`src/rtl/display_pkg.sv`:
```
// Shared constants for the scanned 7-segment display: segment codes,
// segment bit positions and a constant-evaluable clog2.
package display_pkg;

  localparam int SEG_A = 0;
  localparam int SEG_G = 6;
  localparam int SEG_W = SEG_G - SEG_A + 1;

  // Active-low codes, bit order {g,f,e,d,c,b,a}
  localparam logic [SEG_W-1:0] SEG_DIGIT [0:9] = '{
    7'h40, 7'h79, 7'h24, 7'h30, 7'h19,
    7'h12, 7'h02, 7'h78, 7'h00, 7'h10
  };
  localparam logic [SEG_W-1:0] SEG_DASH  = ~(SEG_W'(1) << SEG_G);
  localparam logic [SEG_W-1:0] SEG_BLANK = '1;

  function automatic int clog2(input int n);
    int r;
    r = 0;
    for (int v = n - 1; v > 0; v = v >> 1) r++;
    return r;
  endfunction

endpackage

```
`src/rtl/bcd_scan_display_bcd_to_seg.sv`:
```
// Combinational BCD to active-low 7-segment decoder; codes 10..15 show a dash.
module bcd_to_seg
  import display_pkg::*;
(
  input  logic [3:0]       bcd,
  output logic [SEG_W-1:0] seg
);

  always_comb begin
    seg = SEG_DASH;
    if (bcd < 4'd10) seg = SEG_DIGIT[bcd];
  end

endmodule

```
`src/rtl/bcd_scan_display.sv`:
```
// Time-multiplexed common-anode display driver with a tear-free frame latch
// and optional leading-zero blanking.
module bcd_scan_display
  import display_pkg::*;
#(
  parameter int NUM_DIGITS  = 4,
  parameter int REFRESH_DIV = 50000,
  parameter int BLANK_LZ    = 1
) (
  input  logic                         clk,
  input  logic                         rst_n,
  input  logic                         en,
  input  logic [4*NUM_DIGITS-1:0]      digits,
  input  logic [NUM_DIGITS-1:0]        dp_in,
  output logic [NUM_DIGITS-1:0]        an,
  output logic [SEG_W-1:0]             seg,
  output logic                         dp,
  output logic [clog2(NUM_DIGITS)-1:0] scan_idx
);

  localparam int SW = clog2(NUM_DIGITS);
  localparam int PW = (REFRESH_DIV > 1) ? clog2(REFRESH_DIV) : 1;
  localparam logic [PW-1:0] PRESC_MAX = PW'(REFRESH_DIV - 1);
  localparam logic [SW-1:0] LAST_IDX  = SW'(NUM_DIGITS - 1);

  logic [PW-1:0]           r_presc;
  logic [SW-1:0]           r_scan_idx;
  logic [4*NUM_DIGITS-1:0] r_frame_digits;
  logic [NUM_DIGITS-1:0]   r_frame_dp;
  logic                    r_reload;
  logic [NUM_DIGITS-1:0]   r_an;
  logic [SEG_W-1:0]        r_seg;
  logic                    r_dp;

  logic                    w_tick;
  logic                    w_wrap;
  logic [4*NUM_DIGITS-1:0] w_frame_digits;
  logic [NUM_DIGITS-1:0]   w_frame_dp;
  logic [3:0]              w_digit [NUM_DIGITS];
  logic [NUM_DIGITS-1:0]   w_lz;
  logic [SEG_W-1:0]        w_seg;
  logic                    w_blank;

  assign w_tick = en && (r_presc == PRESC_MAX);
  assign w_wrap = w_tick && (r_scan_idx == LAST_IDX);

  // The cycle that takes a fresh frame also drives from it, so the first lit
  // digit after reset or enable already shows the new value.
  assign w_frame_digits = r_reload ? digits : r_frame_digits;
  assign w_frame_dp     = r_reload ? dp_in  : r_frame_dp;

  // w_lz[k]: digits k..NUM_DIGITS-1 of the frame are all zero
  genvar gi;
  generate
    for (gi = 0; gi < NUM_DIGITS; gi++) begin : g_digit
      assign w_digit[gi] = w_frame_digits[4*gi +: 4];
      if (gi == NUM_DIGITS - 1) begin : g_top
        assign w_lz[gi] = (w_digit[gi] == 4'd0);
      end else begin : g_low
        assign w_lz[gi] = (w_digit[gi] == 4'd0) && w_lz[gi+1];
      end
    end
  endgenerate

  bcd_to_seg u_dec (
    .bcd (w_digit[r_scan_idx]),
    .seg (w_seg)
  );

  assign w_blank = (BLANK_LZ != 0) && (r_scan_idx != '0) && w_lz[r_scan_idx];

  always_ff @(posedge clk) begin
    if (!rst_n) begin
      r_presc        <= '0;
      r_scan_idx     <= '0;
      r_frame_digits <= '0;
      r_frame_dp     <= '0;
      r_reload       <= 1'b1;
      r_an           <= '1;
      r_seg          <= SEG_BLANK;
      r_dp           <= 1'b1;
    end else if (!en) begin
      r_presc    <= '0;
      r_scan_idx <= '0;
      r_reload   <= 1'b1;
      r_an       <= '1;
      r_seg      <= SEG_BLANK;
      r_dp       <= 1'b1;
    end else begin
      r_presc <= w_tick ? '0 : r_presc + PW'(1);
      if (w_tick) r_scan_idx <= w_wrap ? '0 : r_scan_idx + SW'(1);
      if (r_reload || w_wrap) begin
        r_frame_digits <= digits;
        r_frame_dp     <= dp_in;
      end
      r_reload <= 1'b0;
      r_an     <= ~(NUM_DIGITS'(1) << r_scan_idx);
      r_seg    <= w_blank ? SEG_BLANK : w_seg;
      r_dp     <= ~w_frame_dp[r_scan_idx];
    end
  end

  assign an       = r_an;
  assign seg      = r_seg;
  assign dp       = r_dp;
  assign scan_idx = r_scan_idx;

endmodule

```
`config.mk`:
```
export PLATFORM = sky130hd
export DESIGN_NAME = bcd_scan_display
export DESIGN_NICKNAME = d
export VERILOG_FILES = /design/src/rtl/display_pkg.sv /design/src/rtl/bcd_scan_display_bcd_to_seg.sv /design/src/rtl/bcd_scan_display.sv
export SDC_FILE = /design/constraint.sdc
export NUM_CORES = 1
export LEC_CHECK = 0
export CORE_MARGIN = 10
export CORE_UTILIZATION = 34
export CTS_BUF_LIST = sky130_fd_sc_hd__clkbuf_16
export CTS_CLUSTER_SIZE = 40
export DETAILED_ROUTE_END_ITERATION = 8
export HOLD_SLACK_MARGIN = 0.03
export PLACE_DENSITY = 0.54
export RECOVER_POWER = 25
export SLEW_MARGIN = 15
export SYNTH_ARGS = -nofsm -noshare
export SYNTH_HDL_FRONTEND = slang
export SYNTH_SLANG_ARGS = --single-unit
```
`constraint.sdc`:
```
create_clock -name clk -period 4.6 [get_ports clk]
set_input_delay 0.92 -clock clk [delete_from_list [all_inputs] [get_ports clk]]
set_output_delay 0.92 -clock clk [all_outputs]
set_load 0.01 [all_outputs]
```
==> results.toml <==
[timing]
min_period_over_period = 0.641
fin_tns_setup_ps = 0
min_period_ps = 2950
final_max_slew_viol_count = 0
number_of_hold_violations_in_the_final_report = 0
setup_viol = 0
worst_slew_margin_rel = 0.428
tightest_slew_ps = 857
unrepaired_setup_endpoints_after_global_routing = "no"
max_clock_freq_ghz = 0.339
clock-skew-final_ps = 5.35

[critical_path]
critical_path.max_fanout = 7
worst_ep_required_time_ps = 4730
critical-path-top-delay-family = "multiplexers"
critical_path.reg2reg.startpoint = "r_reload"
setup.worst_path.class = "primary input to flip-flop"
critical-path-max-stage-delay_ps = 520
timing.critical_path.cells = "clkdlybuf4s50_1 -> mux4_2 -> mux2i_1 -> inv_1 -> ha_1 -> inv_1 -> mux2i_1 -> o21ai_1 -> nand3_1"
critPathLaunch = "digits[9]"
critPathArrivalTime_ps = 3080
crit_slowest_cell = "sky130_fd_sc_hd__mux2i_1"
critical_path.endpoint_type = "flip-flop"
worst_setup_path_start_kind = "primary input"
timing.critical_path.buf_inv = 3

[pwr]
power.leakage_uw = 0.00119
cellPowerDensity_nw_per_um2 = 303
vdd_ir_drop_max_mv = 0.154

[synthesis]
predominant_post_synthesis_flop_cell = "sky130_fd_sc_hd__dfxtp_1"
synth_enable_flop_cells = 0
netlist.top_cell.by_area = "sky130_fd_sc_hd__dfxtp_1"
seq_area_frac_synth = 0.399
post-synth-top-area-fraction = 0.399
synthCells = 272
syn_avg_cell_area_um2 = 9.40
yosys_warnings = 0
mappedNetlistNets = 305
xor_xnor_cell_area_share_of_the_yosys_netlist = 0.0479
post_synth_fa_ha_maj_area_fraction = 0.0489
ys_ff_latch = 51
mappedNetlistArea_um2 = 2560
synth_cell_types = 40
yosys-top-cells-area = "sky130_fd_sc_hd__dfxtp_1 40%, sky130_fd_sc_hd__mux2i_1 9.8%, sky130_fd_sc_hd__nand2_1 8.8%"
muxShareOfSynthArea = 0.208
synth_top_family_by_area = "multiplexers"
synth.most_common_cell = "sky130_fd_sc_hd__nand2_1"
synth_compound_gate_area_share = 0.0484
ys_top_cells_by_count = "60 x sky130_fd_sc_hd__nand2_1, 51 x sky130_fd_sc_hd__dfxtp_1, 25 x sky130_fd_sc_hd__mux2i_1, 22 x sky130_fd_sc_hd__nor2_1, 11 x sky130_fd_sc_hd__nand3_1"
synthSimpleGateAreaFrac = 0.206
async_reset_ff_frac = 0

[global_route]
grt_pass1_vias = 1901
grt_util_met2 = 0.151
globalRouteMet3Util = 0.0246
overflow = 0
grt_util_met1 = 0.136
grt.busiest_layer = "met2"
grt_first_pass_wirelength_um = 9350
grt_antenna_before_repair = 0
grt_start_max_net_pins = 42
globalRouteTotalUtil = 0.0997

[routing]
vias_per_cell = 4.88
drc = 0
first_pass_iters = 4
drt-initial-drc-count = 160
wl_per_cell_um = 14.1
routed_wl_um = 5670
postRouteAntennaNets = 0
vias = 1968

[floorplanning]
die_span_in_y_um = 107
initial_utilization = 0.351
top_level_ports = 37
core_um2 = 7290
dieWidth_um = 107
fp-row-count = 31
die-area_um2 = 11400

[clock_tree]
clock_latency_ps = 290
tritoncts_clock_tree = "built"
htree_num_levels = 2
worst_setup_hold_path_clk_slew_ps = 60
post_cts_resize_count = 0
postCtsSetupRepairBufs = 0
number_of_buffers_inserted_during_clock_tree_synthesis = 5
clockRootBuffer = "sky130_fd_sc_hd__clkbuf_16"
cts_max_path_buffers = 2
clock_sink_count = 51
hold_buffers = 0

[flow_run]
maxCapViolCount = 0

[cells_and_area]
antenna_diodes = 0
syn2layout_area_growth_pct = 22.2
layout.nets = 336
share_of_cells_above_drive_strength_1 = 0.0691
final_cell_count_no_fill = 403

[place]
dpl.cell_count = 395
finalWeightedCongestion = 0.805
io_buffers = 36
detailedPlacementHpwl_um = 4290

[min_path]
hp-class = "flip-flop to flip-flop"
hold_start = "r_frame_dp[3]"

[run_status]
status = "completed"
layer usage:
| layer | routed length, um | vias to the layer above |
|---|---|---|
| li1 | - | 998 |
| met1 | 2800 | 910 |
| met2 | 2470 | 55 |
| met3 | 355 | 5 |
| met4 | 46 | 0 |
| met5 | 0 | - |
layout make-up:
type                            instances  area [um^2]
Fill cell                             768         4170
Multi-Input combinational cell        198         1430
Sequential cell                        51         1020
Timing Repair Buffer                   38          375
Clock buffer                            5          125
Tap cell                               99          124
Inverter                                9         33.8
Clock inverter                          3         15.0
flip-flops by register name, indices dropped and copies added (netlist names):
signal and cells:
r_frame_digits 16, r_presc 16, seg 7, an 4
r_frame_dp 4, scan_idx 2, dp 1, r_reload 1
layout by cell type (no fill, tap or decap), types with 2 or more instances in the layout:
master                            instances
sky130_fd_sc_hd__clkdlybuf4s50_1         23
sky130_fd_sc_hd__o21ai_1                  4
sky130_fd_sc_hd__and3_1                   4
sky130_fd_sc_hd__nand2_1                 60
sky130_fd_sc_hd__ha_1                    10
sky130_fd_sc_hd__inv_1                    8
sky130_fd_sc_hd__clkbuf_16                5
sky130_fd_sc_hd__o41ai_1                  2
sky130_fd_sc_hd__buf_4                    2
sky130_fd_sc_hd__dlygate4sd3_1           13
sky130_fd_sc_hd__xor2_1                   9
sky130_fd_sc_hd__or3_1                    2
sky130_fd_sc_hd__xnor2_1                  5
sky130_fd_sc_hd__mux2i_1                 25
sky130_fd_sc_hd__dfxtp_1                 51
sky130_fd_sc_hd__nand4_1                  2
sky130_fd_sc_hd__nor4_1                   7
sky130_fd_sc_hd__and4_1                   2
sky130_fd_sc_hd__nor2_1                  22
sky130_fd_sc_hd__mux2_4                   2
sky130_fd_sc_hd__a21oi_1                  4
sky130_fd_sc_hd__nand3_1                 11
sky130_fd_sc_hd__o21ai_0                  2
sky130_fd_sc_hd__mux4_2                   9
sky130_fd_sc_hd__clkinv_1                 3
final timing paths:
kind | endpoint | slack, ps | cells after the start
worst min-delay path | r_frame_dp[3] | 460 | 2
worst min register to register | r_frame_dp[3] | 460 | 2
worst max register to register | seg[5] | 1720 | 8
worst max-delay path | seg[5] | 1650 | 9
worst reg2reg max path, cell delays in order, from the launching register on:
cell and delay [ps]:
sky130_fd_sc_hd__dfxtp_1 880, sky130_fd_sc_hd__mux4_2 620, sky130_fd_sc_hd__mux2i_1 520, sky130_fd_sc_hd__inv_1 140, sky130_fd_sc_hd__ha_1 230, sky130_fd_sc_hd__inv_1 60
sky130_fd_sc_hd__mux2i_1 60, sky130_fd_sc_hd__o21ai_1 120, sky130_fd_sc_hd__nand3_1 80
report_power, final:
group / internal [uW] / switching, uW
sequential: 459 / 13.0
clock: 198 / 156
combinational: 64.7 / 56.9
through the flow:
stage	setup slack [ps]	hold slack, ps	instance area (um^2)	utilization	total power (uW)
after floorplan	2050	426	2560	-	557
after detailed placement	1370	453	2990	0.410	606
after CTS	1670	464	3130	0.429	962
after global placement	1440	440	2990	0.410	605
final	1650	460	3130	0.429	947
after global routing	1380	491	3130	0.429	992
cells by family (layout without fill, tap and decap cells):
logic type / after synthesis / count (layout)
multiplexers: 38 / 38
flip-flops: 51 / 51
AND/OR/NAND/NOR: 117 / 117
buffers and inverters: 23 / 55
AO/OA/AOI/OAI: 19 / 19
XOR/XNOR: 14 / 14
adder cells (fa/ha/maj): 10 / 10
(Power assumes the default switching activity.)
